<file path="src/rtl/cla_sub_seq_if.sv">
// Handshake and data bundle for the sequential borrow-lookahead subtractor.
// The master modport drives operands and out_ready; the slave modport returns the result.
interface cla_sub_seq_if #(
    parameter int unsigned WIDTH = 16
);
    logic             in_valid;
    logic             in_ready;
    logic [WIDTH-1:0] a;
    logic [WIDTH-1:0] b;
    logic             bin;
    logic             out_valid;
    logic             out_ready;
    logic [WIDTH-1:0] diff;
    logic             bout;
    logic             ovf;
    logic             zero;

    modport master (
        output in_valid, a, b, bin, out_ready,
        input  in_ready, out_valid, diff, bout, ovf, zero
    );

    modport slave (
        input  in_valid, a, b, bin, out_ready,
        output in_ready, out_valid, diff, bout, ovf, zero
    );
endinterface

</file>
<file path="src/rtl/cla_sub_seq.sv">
// Multi-cycle subtractor: diff = a - b - bin, one 4-bit borrow-lookahead slice per clock,
// LSB slice first, with the inter-slice borrow held in a register.
module cla_sub_seq #(
    parameter int unsigned WIDTH = 16
) (
    input logic         clk,
    input logic         rst,
    cla_sub_seq_if.slave bus
);
    localparam int unsigned NSLICE = WIDTH / 4;
    localparam int unsigned KW     = (NSLICE > 1) ? $clog2(NSLICE) : 1;

    typedef enum logic [1:0] {StIdle, StRun, StDone} state_t;

    state_t           state_q;
    logic [WIDTH-1:0] a_q, b_q, res_q, diff_q;
    logic             br_q, bout_q, ovf_q, zero_q, out_valid_q;
    logic [KW-1:0]    k_q;

    logic [3:0]       sa, sb, g, p, sd;
    logic [4:0]       c;
    logic [WIDTH-1:0] res_nxt;
    logic             last, ovf_nxt;

    always_comb begin
        sa = a_q[4*k_q +: 4];
        sb = b_q[4*k_q +: 4];
        g  = ~sa & sb;
        p  = ~(sa ^ sb);
        // Fully expanded lookahead: every borrow depends only on g, p and the slice borrow-in.
        c[0] = br_q;
        c[1] = g[0] | (p[0] & br_q);
        c[2] = g[1] | (p[1] & g[0]) | (p[1] & p[0] & br_q);
        c[3] = g[2] | (p[2] & g[1]) | (p[2] & p[1] & g[0]) | (p[2] & p[1] & p[0] & br_q);
        c[4] = g[3] | (p[3] & g[2]) | (p[3] & p[2] & g[1]) | (p[3] & p[2] & p[1] & g[0])
             | (p[3] & p[2] & p[1] & p[0] & br_q);
        sd   = sa ^ sb ^ c[3:0];
        res_nxt              = res_q;
        res_nxt[4*k_q +: 4]  = sd;
        last    = (int'(k_q) == int'(NSLICE) - 1);
        ovf_nxt = (a_q[WIDTH-1] != b_q[WIDTH-1]) & (res_nxt[WIDTH-1] != a_q[WIDTH-1]);
    end

    always_ff @(posedge clk) begin
        if (rst) begin
            state_q     <= StIdle;
            a_q         <= '0;
            b_q         <= '0;
            res_q       <= '0;
            br_q        <= 1'b0;
            k_q         <= '0;
            diff_q      <= '0;
            bout_q      <= 1'b0;
            ovf_q       <= 1'b0;
            zero_q      <= 1'b0;
            out_valid_q <= 1'b0;
        end else begin
            case (state_q)
                StIdle: begin
                    if (bus.in_valid) begin
                        a_q     <= bus.a;
                        b_q     <= bus.b;
                        br_q    <= bus.bin;
                        k_q     <= '0;
                        state_q <= StRun;
                    end
                end
                StRun: begin
                    res_q <= res_nxt;
                    br_q  <= c[4];
                    k_q   <= k_q + 1'b1;
                    if (last) begin
                        diff_q      <= res_nxt;
                        bout_q      <= c[4];
                        ovf_q       <= ovf_nxt;
                        zero_q      <= (res_nxt == '0);
                        out_valid_q <= 1'b1;
                        state_q     <= StDone;
                    end
                end
                StDone: begin
                    if (bus.out_ready) begin
                        out_valid_q <= 1'b0;
                        state_q     <= StIdle;
                    end
                end
                default: state_q <= StIdle;
            endcase
        end
    end

    assign bus.in_ready  = (state_q == StIdle) & ~rst;
    assign bus.out_valid = out_valid_q;
    assign bus.diff      = diff_q;
    assign bus.bout      = bout_q;
    assign bus.ovf       = ovf_q;
    assign bus.zero      = zero_q;
endmodule

</file>
<file path="src/flat_wrapper.sv">
// flat-port wrapper written by rule: the top's interface ports become plain ports
module cla_sub_seq_flat 
#(
    parameter int unsigned WIDTH = 16
)
  (clk, rst, bus_in_valid, bus_a, bus_b, bus_bin, bus_out_ready, bus_in_ready, bus_out_valid, bus_diff, bus_bout, bus_ovf, bus_zero);
  cla_sub_seq_if #(.WIDTH(WIDTH)) bus_i ();
  input logic clk;
  input logic rst;
  input wire logic [$bits(bus_i.in_valid)-1:0] bus_in_valid;
  input wire logic [$bits(bus_i.a)-1:0] bus_a;
  input wire logic [$bits(bus_i.b)-1:0] bus_b;
  input wire logic [$bits(bus_i.bin)-1:0] bus_bin;
  input wire logic [$bits(bus_i.out_ready)-1:0] bus_out_ready;
  output wire logic [$bits(bus_i.in_ready)-1:0] bus_in_ready;
  output wire logic [$bits(bus_i.out_valid)-1:0] bus_out_valid;
  output wire logic [$bits(bus_i.diff)-1:0] bus_diff;
  output wire logic [$bits(bus_i.bout)-1:0] bus_bout;
  output wire logic [$bits(bus_i.ovf)-1:0] bus_ovf;
  output wire logic [$bits(bus_i.zero)-1:0] bus_zero;
  assign bus_i.in_valid = bus_in_valid;
  assign bus_i.a = bus_a;
  assign bus_i.b = bus_b;
  assign bus_i.bin = bus_bin;
  assign bus_i.out_ready = bus_out_ready;
  assign bus_in_ready = bus_i.in_ready;
  assign bus_out_valid = bus_i.out_valid;
  assign bus_diff = bus_i.diff;
  assign bus_bout = bus_i.bout;
  assign bus_ovf = bus_i.ovf;
  assign bus_zero = bus_i.zero;
  cla_sub_seq #(.WIDTH(WIDTH)) u_core (.clk(clk), .rst(rst), .bus(bus_i));
endmodule
</file>
<file path="config.mk">
export PLATFORM = sky130hd
export DESIGN_NAME = cla_sub_seq_flat
export DESIGN_NICKNAME = d
export VERILOG_FILES = /design/src/rtl/cla_sub_seq_if.sv /design/src/rtl/cla_sub_seq.sv /design/src/flat_wrapper.sv
export SDC_FILE = /design/constraint.sdc
export NUM_CORES = 1
export LEC_CHECK = 0
export CAP_MARGIN = 40
export CORE_AREA = 5 5 75 129
export DETAILED_ROUTE_END_ITERATION = 16
export DIE_AREA = 0 0 80 134
export SLEW_MARGIN = 20
export SYNTH_ARGS = -nofsm -noshare
export SYNTH_HDL_FRONTEND = slang
export SYNTH_SLANG_ARGS = --single-unit
</file>
<file path="constraint.sdc">
create_clock -name clk -period 3.5 [get_ports clk]
set_input_delay 0.525 -clock clk [delete_from_list [all_inputs] [get_ports clk]]
set_output_delay 0.525 -clock clk [all_outputs]
set_load 0.1 [all_outputs]
</file>
Word-level counts from Yosys, hierarchy flattened

Cells that the tools add are included.

Flip-flop bits (word level): 73
Output and inout bits: 21

Add/subtract/negate cells: 2
Equality and inequality tests: 8
Shift operators: 4
Multiplexer cells: 12
Bitwise logic cells: 34
Reduce and logical (&&, ||, !) cells: 9

Operators by type and width:

| kind                    | count |
|---|---|
| $neg 4->34              | 1 |
| $shift 4x34->16 const A | 1 |
| $shiftx 4x34->16        | 1 |
| $shiftx 16x5->4         | 2 |
| $and 1x1->1             | 18 |
| $bwmux 16               | 1 |
| $logic_not 16->1        | 1 |
| $or 1x1->1              | 10 |
| $mux 2                  | 4 |
| $not 4->4               | 2 |
| $xor 4x4->4             | 2 |
| $pmux 2 s3              | 1 |
| $reduce_and 2->1        | 3 |
| $reduce_and 3->1        | 2 |
| $and 4x4->4             | 1 |
| $eq 2x1->1 const B      | 2 |
| $ne 2x2->1 const B      | 2 |
| $pmux 1 s2              | 2 |
| $pmux 2 s2              | 1 |
| $reduce_bool 2->1       | 2 |
| $mux 1                  | 3 |
| $add 2x1->2 const B     | 1 |
| $eq 2x2->1 const B      | 1 |
| $logic_not 2->1         | 1 |
| 3 further kinds         | 4 |

Depth between registers and ports, before layout

Word-level depth: 12
Gate-level depth with buffers: 9
Gate-level depth less buffers: 8

Worst setup path after synthesis

OpenSTA, ideal clock, no wires.

Path type: input to output
Start: in rst
End: out bus_in_ready
Arrival time: 2.947 ns
Required time: 2.975 ns
Path slack: 0.028 ns
Stages on the path: 3
Cells stage by stage: clkbuf_1 -> clkbuf_1 -> nor3_1

Word-level cells in the longest chain between the ends: 2

RTL lines:

| what            | line               | RTL |
|---|---|---|
| start, declared | flat_wrapper.sv:9  | `input logic rst;` |
| $not 1->1       | cla_sub_seq.sv:92  | `assign bus.in_ready = (state_q == StIdle) & ~rst;` |
| $and 1x1->1     | cla_sub_seq.sv:92  |  |
| end, declared   | flat_wrapper.sv:15 | `output wire logic [$bits(bus_i.in_ready)-1:0] bus_in_ready;` |

No other way between the ends.

Worst setup path in the final report

Start: reg u_core.k_q[0]
End: reg u_core.zero_q (netlist: u_core.bus.zero)

Word-level cells in the longest chain between the ends: 11

RTL lines:

| what                                                          | line                                                    | RTL |
|---|---|---|
| start, declared                                               | cla_sub_seq.sv:18                                       | `logic [KW-1:0] k_q;` |
| start signal, assigned                                        | cla_sub_seq.sv:71                                       | `k_q <= k_q + 1'b1;` |
| $shiftx 16x5->4, on equally long branches                     | cla_sub_seq.sv:26, cla_sub_seq.sv:27                    |  |
| $xor 4x4->4 / $not 4->4 (equally long branches)               | cla_sub_seq.sv:29, cla_sub_seq.sv:37, cla_sub_seq.sv:28 |  |
| $not 4->4 / $and 4x4->4 (equally long branches)               | cla_sub_seq.sv:29, cla_sub_seq.sv:28                    |  |
| $and 1x1->1                                                   | cla_sub_seq.sv:34                                       | `c[3] = g[2] \| (p[2] & g[1]) \| (p[2] & p[1] & g[0]) \| (p[2] & p[1] & p[0] & br_q);` |
| $or 1x1->1 / $and 1x1->1 (equally long branches) (2 in a row) | cla_sub_seq.sv:34                                       |  |
| $or 1x1->1                                                    | cla_sub_seq.sv:34                                       |  |
| $xor 4x4->4                                                   | cla_sub_seq.sv:37                                       | `sd = sa ^ sb ^ c[3:0];` |
| $shiftx 4x34->16                                              | cla_sub_seq.sv:39                                       | `res_nxt[4*k_q +: 4] = sd;` |
| $bwmux 16                                                     | cla_sub_seq.sv:39                                       |  |
| $logic_not 16->1                                              | cla_sub_seq.sv:76                                       | `zero_q <= (res_nxt == '0);` |
| end signal, assigned                                          | cla_sub_seq.sv:76                                       |  |
| end, declared                                                 | cla_sub_seq.sv:17                                       | `logic br_q, bout_q, ovf_q, zero_q, out_valid_q;` |

Several ways; a longest one is shown, not always the timed one.
A chain may end at the register's enable or synchronous reset.

==> metrics.txt <==
ys flop type=dfxtp_1; fillers=826; Tcrit/Tclk final=85.2%; CTS resizes=0; crit path cell chain=mux4_2 -> fa_1 -> nor4bb_1 -> mux2i_1 -> nand2_1 -> a2111oi_1 -> a41o_1; hold path endpoint=u_core.a_q[14]; core area=8560 um2; crit-path max FO=11; Max clock buf depth=2; mapped cell area=3290 um2; area delta synth->final=39.8%; post-synthesis cell type count=45; RSZ-0062 raised after global routing=no; CP startpoint kind=register; pin count of the biggest net entering global routing=40; FF-to-FF setup slack=0.52 ns; initial antenna violation count=0; Max VDD drop=0.273 mV; CTS Buf Count=9; # placed instances=571; Top Family by Delay on Critical Path=multiplexers; worst rel slew slack=47.9%; CTS tree=yes; critical path's slowest cell=dfxtp_1; Post-CTS Setup Inserts=0; Yosys reg bits=73; Final Hold Fails=0; Final min period=2.98 ns; Die Ht=134 um; hold_buf cts=0; slew of the pin with the lowest slew margin=0.778 ns; fin. max-slew vios=0; final non-filler cell total=587; Worst-Skew Late Latency=0.34 ns; Largest stage delay, worst path=0.72 ns; P_leak=1.70 nW; Hold Crit Class=register to register; warnings from Yosys=0; initial drt markers=158; grt total ovfl=0; DP Area=4320 um2; Hold Path Stages=2; PwrDens=468 nW/um2; # setup viols final=0; Post-synth EDFFs=0; hold slack=0.451 ns; Worst Path Buf+Inv=0; max frequency=335 MHz; CTS Sinks=73; Register-to-Register Path Depth=7; data required time of the critical path=3.78 ns; status=complete, no violations; commonest cells after routing, fill and taps aside=nand2_1, dfxtp_1, clkdlybuf4s50_1; Routed WL=8.32 mm; number of antenna diodes=0; clock transition at the registers of the reported paths=0.05 ns; Net count, final=513; share of cells above drive strength 1=12.1%; die area=10,700 um2; DRC Markers=0; Post-Syn Instances=392; gpl congestion=0.892; vias post-DR=3,003; Via density=5.12; HP Start=u_core.a_q[14]; first-pass GRT wire length=13.8 mm; H-tree Lvls=3; Max Cap Viol=0; Final Instance Area=4610 um2; CP Class=register to register; DRT antenna net count=0; crit path DAT=3.26 ns; Fin Setup TNS=0 ns; Overall Global Routing Usage=16.6%; Detailed Place HPWL=6.32 mm; vias in the first global route=2,949; sequential element share of the synthesized area=44.4%; count of TritonRoute iterations in the first routing pass=4; CTS root buf=clkbuf_16; r2r endpoint=u_core.bus.zero; Setup Skew=0.00731 ns; drt wl/cell=14.2 um; Ports=58; Critical Path End Type=register; FP Rows=45; Syn Area/Cell=8.40 um2; DIE WIDTH=80 um; Port-buffer cells=57; Starting Density=38.5%; Async SR Flop Fraction=0%; Syn Nets=440; reg2reg start=u_core.k_q[0]
-- routing by layer --
layer / global-route usage, % / wire, um / vias up
met3: 4.57 / 368 / 28
li1: - / - / 1522
met2: 29.5 / 4520 / 72
met4: 10.1 / 365 / 0
met5: 0 / 0 / -
met1: 16.7 / 3060 / 1381
-- flip-flops by register name, summed over array words and instances, names as in the netlist --
name,flops
u_core.b_q,16
u_core.bus.ovf,1
u_core.k_q,2
u_core.state_q,2
u_core.bus.bout,1
u_core.a_q,16
u_core.bus.diff,16
u_core.res_q,16
u_core.br_q,1
u_core.bus.zero,1
u_core.bus.out_valid,1
-- per-stage QoR --
step | utilization (%) | total power [mW] | worst slack, ns
5_1_grt | 53.8 | 2.26 | 0.244
2_1_floorplan | - | 1.14 | 0.0284
6_report | 53.8 | 2.16 | 0.517
3_5_place_dp | 50.4 | 1.28 | 0.531
3_3_place_gp | 46.4 | 1.27 | 0.573
4_1_cts | 53.8 | 2.18 | 0.477
-- synthesized netlist by cell type, types with 2 or more instances --
| master | n | area, um2 |
|---|---|---|
| a21oi_1 | 50 | 250 |
| nand2_1 | 73 | 274 |
| nand3_1 | 3 | 15.0 |
| a211oi_1 | 27 | 203 |
| nand2b_1 | 3 | 18.8 |
| nor3_1 | 4 | 20.0 |
| ha_1 | 10 | 125 |
| dfxtp_1 | 73 | 1460 |
| mux4_2 | 8 | 180 |
| nor2_1 | 45 | 169 |
| or4_1 | 3 | 22.5 |
| inv_1 | 11 | 41.3 |
| nor2b_1 | 12 | 75.1 |
| nor3b_1 | 2 | 15.0 |
| a22oi_1 | 5 | 37.5 |
| clkbuf_1 | 22 | 82.6 |
| nand4_1 | 2 | 12.5 |
| and2_1 | 2 | 12.5 |
| a31oi_1 | 2 | 12.5 |
| o21ai_0 | 10 | 50.1 |
-- kinds of logic (layout without fill, tap and decap cells) --
group	count (synthesis)	after routing	share of synthesized area (%)
DFF	73	73	44.4
xor gates and xnor gates	2	2	0.532
and+or+nand+nor	157	157	21.4
adders and majority gates	11	11	4.41
AOI/OAI and AO/OA	104	104	19.4
muxes	9	9	5.77
buffers and inverters	36	114	4.14
-- how the worst max path moves through the flow --
stage | cells past startpoint | startpoint | slack, ns | to
after global placement | 7 | u_core.k_q[0] | 0.57 | u_core.bus.zero
after global routing | 7 | u_core.k_q[0] | 0.24 | u_core.bus.zero
after CTS | 7 | u_core.k_q[0] | 0.48 | u_core.bus.zero
after detailed placement | 7 | u_core.k_q[0] | 0.53 | u_core.bus.zero
after floorplan | 3 | rst | 0.03 | bus_in_ready
final | 7 | u_core.k_q[0] | 0.52 | u_core.bus.zero
-- power by group --
group | internal, mW | total (mW) | switching, mW | leakage (nW)
Clock | 0.569 | 0.899 | 0.330 | 0.144
Sequential | 0.874 | 0.908 | 0.0334 | 0.596
Combinational | 0.155 | 0.351 | 0.196 | 0.965
-- final cells by class --
type / count / area, um2 / area share (%)
sequential: 73 / 1460 / 31.7
tap: 117 / 146 / 3.18
inverter: 12 / 45.0 / 0.978
multi-input combinational: 283 / 1700 / 36.9
timing repair buffer: 86 / 963 / 20.9
clock buffer: 13 / 250 / 5.43
clock inverter: 3 / 40.0 / 0.869
-- tightest hold or removal path, stage by stage, from the launching register on --
cell and delay, ns:
dfxtp_1 0.30, nand2_1 0.05, a21oi_1 0.05
No activity file was read; power rests on OpenSTA's default activity.
